`src/rtl/ucie_phy_train_resp.sv`:
```
// UCIe PHY link-training responder.
// Walks a lane group through clock settle, optional per-lane equalisation and a
// final lane-count check, then reports per-lane results until the request drops.
module ucie_phy_train_resp #(
    parameter int NUM_LANES     = 64,
    parameter int SETTLE_CYCLES = 16,
    parameter int EQ_TIMEOUT    = 256,
    parameter int MIN_LANES     = 1
) (
    input  logic                 clk,
    input  logic                 resetn,
    input  logic                 training_enable,
    input  logic [3:0]           training_mode,
    input  logic [NUM_LANES-1:0] lane_enable,
    input  logic [NUM_LANES-1:0] eq_adaptation_enable,
    input  logic [NUM_LANES-1:0] lane_eq_done,
    output logic                 training_complete,
    output logic [7:0]           training_status,
    output logic [NUM_LANES-1:0] lane_status,
    output logic [NUM_LANES-1:0] lane_trained,
    output logic [NUM_LANES-1:0] lane_failed,
    output logic [NUM_LANES-1:0] eq_converged
);

    // One down-counter serves both timed phases, so it is sized for the longer one.
    localparam int CNT_MAX = (SETTLE_CYCLES > EQ_TIMEOUT) ? SETTLE_CYCLES : EQ_TIMEOUT;
    localparam int CNT_W   = $clog2(CNT_MAX + 1);
    localparam int POP_W   = $clog2(NUM_LANES + 1);

    typedef enum logic [2:0] {
        S_IDLE   = 3'd0,
        S_SETTLE = 3'd1,
        S_EQ     = 3'd2,
        S_CHECK  = 3'd3,
        S_DONE   = 3'd4,
        S_FAIL   = 3'd5
    } state_e;

    state_e               state_q, state_d;
    logic [3:0]           mode_q, mode_d;
    logic [NUM_LANES-1:0] mask_q, mask_d;
    logic [CNT_W-1:0]     cnt_q, cnt_d;
    logic [NUM_LANES-1:0] conv_q, conv_d;
    logic [NUM_LANES-1:0] trained_q, trained_d;
    logic [NUM_LANES-1:0] failed_q, failed_d;

    logic [NUM_LANES-1:0] convNext;
    logic [NUM_LANES-1:0] goodLanes;
    logic [POP_W-1:0]     popCount;

    // Converged set as it will be after this cycle's EQ-lock pulses are folded in.
    assign convNext  = conv_q | (lane_eq_done & mask_q);
    assign goodLanes = mask_q & conv_q;

    // Count the requested lanes that converged, for the minimum-lane check.
    always_comb begin
        popCount = '0;
        for (int i = 0; i < NUM_LANES; i++) begin
            popCount = popCount + POP_W'(goodLanes[i]);
        end
    end

    // State register and all training bookkeeping; reset clears everything.
    always_ff @(posedge clk or negedge resetn) begin
        if (!resetn) begin
            state_q   <= S_IDLE;
            mode_q    <= '0;
            mask_q    <= '0;
            cnt_q     <= '0;
            conv_q    <= '0;
            trained_q <= '0;
            failed_q  <= '0;
        end else begin
            state_q   <= state_d;
            mode_q    <= mode_d;
            mask_q    <= mask_d;
            cnt_q     <= cnt_d;
            conv_q    <= conv_d;
            trained_q <= trained_d;
            failed_q  <= failed_d;
        end
    end

    // Next-state logic; a dropped request from any active state aborts to IDLE.
    always_comb begin
        state_d   = state_q;
        mode_d    = mode_q;
        mask_d    = mask_q;
        cnt_d     = cnt_q;
        conv_d    = conv_q;
        trained_d = trained_q;
        failed_d  = failed_q;

        case (state_q)
            S_IDLE: begin
                mode_d    = '0;
                mask_d    = '0;
                cnt_d     = '0;
                conv_d    = '0;
                trained_d = '0;
                failed_d  = '0;
                if (training_enable) begin
                    mode_d = training_mode;
                    mask_d = lane_enable;
                    if (training_mode == 4'd0 || training_mode == 4'd1) begin
                        state_d = S_SETTLE;
                        cnt_d   = CNT_W'(SETTLE_CYCLES - 1);
                    end else begin
                        state_d  = S_FAIL;
                        failed_d = lane_enable;
                    end
                end
            end
            S_SETTLE: begin
                if (cnt_q == '0) begin
                    if (mode_q == 4'd0) begin
                        state_d = S_EQ;
                        cnt_d   = CNT_W'(EQ_TIMEOUT - 1);
                        conv_d  = mask_q & ~eq_adaptation_enable;
                    end else begin
                        state_d = S_CHECK;
                        conv_d  = mask_q;
                    end
                end else begin
                    cnt_d = cnt_q - 1'b1;
                end
            end
            S_EQ: begin
                conv_d = convNext;
                if (convNext == mask_q || cnt_q == '0) begin
                    state_d = S_CHECK;
                    cnt_d   = '0;
                end else begin
                    cnt_d = cnt_q - 1'b1;
                end
            end
            S_CHECK: begin
                trained_d = mask_q & conv_q;
                failed_d  = mask_q & ~conv_q;
                state_d   = (popCount >= POP_W'(MIN_LANES)) ? S_DONE : S_FAIL;
            end
            S_DONE, S_FAIL: begin
                state_d = state_q;
            end
            default: begin
                state_d = S_IDLE;
            end
        endcase

        if (state_q != S_IDLE && !training_enable) begin
            state_d   = S_IDLE;
            mode_d    = '0;
            mask_d    = '0;
            cnt_d     = '0;
            conv_d    = '0;
            trained_d = '0;
            failed_d  = '0;
        end
    end

    // Per-lane status view depends on the phase the link is in.
    always_comb begin
        lane_status = '0;
        case (state_q)
            S_SETTLE, S_EQ, S_CHECK: lane_status = mask_q;
            S_DONE:                  lane_status = trained_q;
            default:                 lane_status = '0;
        endcase
    end

    assign training_complete = (state_q == S_DONE);
    assign training_status   = {mode_q, (state_q == S_FAIL), state_q};
    assign lane_trained      = trained_q;
    assign lane_failed       = failed_q;
    assign eq_converged      = conv_q;

endmodule

```
`config.mk`:
```
export PLATFORM = sky130hd
export DESIGN_NAME = ucie_phy_train_resp
export DESIGN_NICKNAME = d
export VERILOG_FILES = /design/src/rtl/ucie_phy_train_resp.sv
export SDC_FILE = /design/constraint.sdc
export NUM_CORES = 1
export LEC_CHECK = 0
export ABC_AREA = 1
export BUFFER_PORTS_ARGS = -buffer_cell sky130_fd_sc_hd__clkbuf_2
export CELL_PAD_IN_SITES_DETAIL_PLACEMENT = 0
export CELL_PAD_IN_SITES_GLOBAL_PLACEMENT = 1
export CORE_UTILIZATION = 41
export DETAILED_ROUTE_END_ITERATION = 8
export GPL_TIMING_DRIVEN = 1
export PLACE_DENSITY = 0.85
export SLEW_MARGIN = 20
export SYNTH_ARGS = -nofsm -noshare
export SYNTH_HDL_FRONTEND = slang
export SYNTH_SLANG_ARGS = --single-unit
```
`constraint.sdc`:
```
create_clock -name clk -period 9.7 [get_ports clk]
set_clock_uncertainty 0.1 [all_clocks]
set_input_delay 0.97 -clock clk [delete_from_list [all_inputs] [get_ports clk]]
set_output_delay 0.97 -clock clk [all_outputs]
set_load 0.01 [all_outputs]
```
==> results.yml <==
timing:
  timing.final.max_slew_violations: 0
  fmaxAchievable_mhz: 154
  aggregate_negative_setup_slack_ns: 0
  timing.final.ws_setup_ns: 3.19
  worst_hold_slack_ns: 0.305
  finalCritPeriodShare_pct: 67.1
  report.final.hold_viol_count: 0
  final-setup-viol-count: 0
  final_period_minus_worst_setup_slack_ns: 6.51
  worst_slew_pin_slew_ns: 1.18
  relSlewSlack_pct: 21.6
  setup_repair_after_global_routing_missed_its_margin: "no"
cells_and_area:
  layout-area-overhead-vs-synth_pct: 21.4
  layout_commonest_cell: "nand2_1"
  fill_cells: 4071
  multi_input_comb_area_um2: 8300
  layout.nets: 3009
  final_cell_count_no_fill: 3296
  final_area_um2: 21000
  final_cell_mix: "501 x nand2_1, 461 x clkbuf_2, 414 x inv_1"
  post_route_cells_drive_above_1_share_pct: 20.3
  antenna_diode_count: 0
  seq_area_um2: 6810
critical_path:
  worst-path-max-fanout: 6
  critical-path-slowest-cell: "fa_1"
  critPathMostFrequentCell: "fa_1"
  cp.arrival_ns: 6.89
  rr_worst_depth: 20
  setup.worst_path.end_class: "flip-flop"
  critical_path_class: "reg -> reg"
  cp_slowest_stage_delay_ns: 0.57
  worst_ep_required_time_ns: 10.08
  cp_cell_sequence: "nand2_1 > inv_1 > fa_1 > fa_1 > inv_1 > fa_1 > fa_1 > fa_1 > fa_1 > fa_1 > fa_1 > inv_1 > ha_1 > inv_1 > fa_1 > nor4b_1 > nand4_1 > a31oi_1 > nand3_1 > nand2_1"
  cp_startpoint_kind: "flip-flop"
logic_synthesis:
  yosys_warnings: 0
  yosys.area.top_type: "dfrtp_1"
  synth-seq-area-share_pct: 39.3
  synthDominantCellAreaShare_pct: 39.3
  syn-mean-instance-area_um2: 7.33
  synth.lib_cells_used.distinct: 30
  synth_cells: 2360
  ys_seq_elements: 272
  mappedNetlistNets: 2629
  netlist_area_um2: 17300
  synthTopCellsByArea: "dfrtp_1 39%, nand2_1 11%, inv_1 9.0%"
worst_hold_path:
  worst_hold_check_path_type: "in -> async"
global_routing:
  global_route_wire_length_before_repair_mm: 109
  grt_pass1_vias: 18300
  antenna_found_initial: 0
  groute.usage.overall_pct: 32.6
  largest_net_degree_at_the_start_of_global_routing: 84
  grt_overflow_total: 0
floorplan:
  starting_density_pct: 42.0
  die_footprint_um2: 43000
  die-width_um: 207
  row_count: 74
  core_area_um2: 41200
  die_h_um: 207
  io-pin-count: 464
routing:
  routed.top_layer: "met4"
  drt_drc_violations_left: 0
  met3_wirelength_mm: 5.68
  first_pass_iters: 6
  post_drt_via_cell_ratio: 5.58
  routed_met2_length_mm: 33.1
  total_wirelength_of_the_detailed_routed_design_mm: 71.0
  detail_route.wirelength.met1_mm: 30.0
  first_iter_violations: 1976
  dr_total_vias: 18400
  detail_route.wl_per_cell_um: 21.5
  antenna_violating_nets_post_route: 0
power_and_ir_drop:
  p_sw_share_pct: 47.2
  pwr-share-clk_pct: 25.2
  seqPwrFrac_pct: 29.9
  cellInternalPower_uw: 2860
  power_frac_comb_pct: 44.9
  p_leak_uw: 0.0107
  powerDensity_nw_per_um2: 258
  power.ir.vdd_worst_v: 0.000184
  reported_net_switching_power_uw: 2560
placement:
  portBuffers: 463
  pre_cts_slack_ns: 3.21
  post-place-cells: 3234
  gpl.final_weighted_congestion: 0.914
  hpwlAfterDp_mm: 46.9
  placement.cell_area_um2: 19800
cts:
  post_cts_hold_buffer_count: 0
  post_cts_resized: 0
  cts_sinks: 272
  tritoncts: "built"
  worst_skew_pair.late_latency_ns: 0.55
  cts_buffer_depth: 3
  clk_pin_slew_worst_paths_ns: 0.06
  cts_setup_buffers: 0
  clock_tree.htree_level_count: 2
  inserted_clock_buffers: 36
  clockRootBuffer: "clkbuf_16"
job:
  max_cap_viol_count: 0
run_status:
  status: "finished, final reports clean"
-- final cells by class --
cell class              instances  area share, %
repair buffers                481           11.7
multi-input cells            1528           39.5
flip-flops and latches        272           32.4
inverters                     421           7.54
clock inverters                 8          0.465
well taps                     532           3.17
clock buffers                  54           5.14
-- through the flow --
step | util, % | power [uW]
CTS | 51.0 | 5400
global route | 51.0 | 5720
detailed placement | 48.1 | 4040
global placement | 48.1 | 4000
floorplan | - | 3120
finish | 51.0 | 5420
-- metal layers --
layer  vias up  global-route usage, %
li1       8446                      -
met1      8865                   43.5
met2       940                   52.9
met3       134                   5.64
met4         0                   11.9
met5         -                      0
-- registers in the layout, indices dropped and copies added (netlist names) --
signal        cells
lane_failed      64
mode_q            4
eq_converged     64
cnt_q             9
state_q           3
mask_q           64
lane_trained     64
-- synthesized netlist by cell type --
master    count
a211oi_2      1
buf_1        13
nand2_2       4
a21oi_1      71
buf_6        10
o22ai_1     131
o211ai_1     64
buf_2        39
dfrtp_1     272
nor2_4        2
fa_1         54
inv_1       414
o21ai_0     272
nand4_1       3
ha_1         16
clkbuf_1     71
nor2_2        5
nor3_1        6
inv_2         7
nand3_1     184
xor2_1        6
nor4b_1       1
o21ai_1     113
nand3_2       2
nand2_1     504
nor2_1       85
buf_4         6
a211o_1       1
a21boi_0      2
a31oi_1       1
-- power groups by stage --
stage	logic, uW	registers [uW]	clock network (uW)
after floorplan	1460	1660	0
after global placement	2380	1620	0
after detailed placement	2400	1640	0
after CTS	2410	1620	1380
after global routing	2640	1660	1420
final	2430	1620	1360
-- logic make-up (layout without fill, tap and decap cells) --
group	Yosys count	after routing	synth area share, %
adder cells (fa/ha/maj)	70	70	7.41
XOR/XNOR	6	6	0.304
flip-flops	272	272	39.3
AO/OA/AOI/OAI	656	656	21.0
AND/OR/NAND/NOR	796	796	19.0
buffers and inverters	560	964	13.0
-- worst max-delay path, delay by kind of cell (launching register included) --
| kind | cells | cell delay [ns] |
|---|---|---|
| DFF | 1 | 0.43 |
| AOI/OAI and AO/OA | 1 | 0.16 |
| adders and majority gates | 10 | 4.78 |
| and+or+nand+nor | 5 | 0.69 |
| buffers and inverters | 4 | 0.30 |
-- path summary, 6_finish.rpt --
path                                     to  slack (ns)            start
min reg2reg                 lane_failed[55]        0.41  lane_failed[55]
max                              state_q[0]        3.19       mask_q[49]
max reg2reg                      state_q[0]        3.19       mask_q[49]
min in group clk            lane_failed[55]        0.41  lane_failed[55]
max in group asynchronous  eq_converged[45]        6.98           resetn
min                          lane_failed[8]        0.30           resetn
No activity file was read; power rests on OpenSTA's default activity.
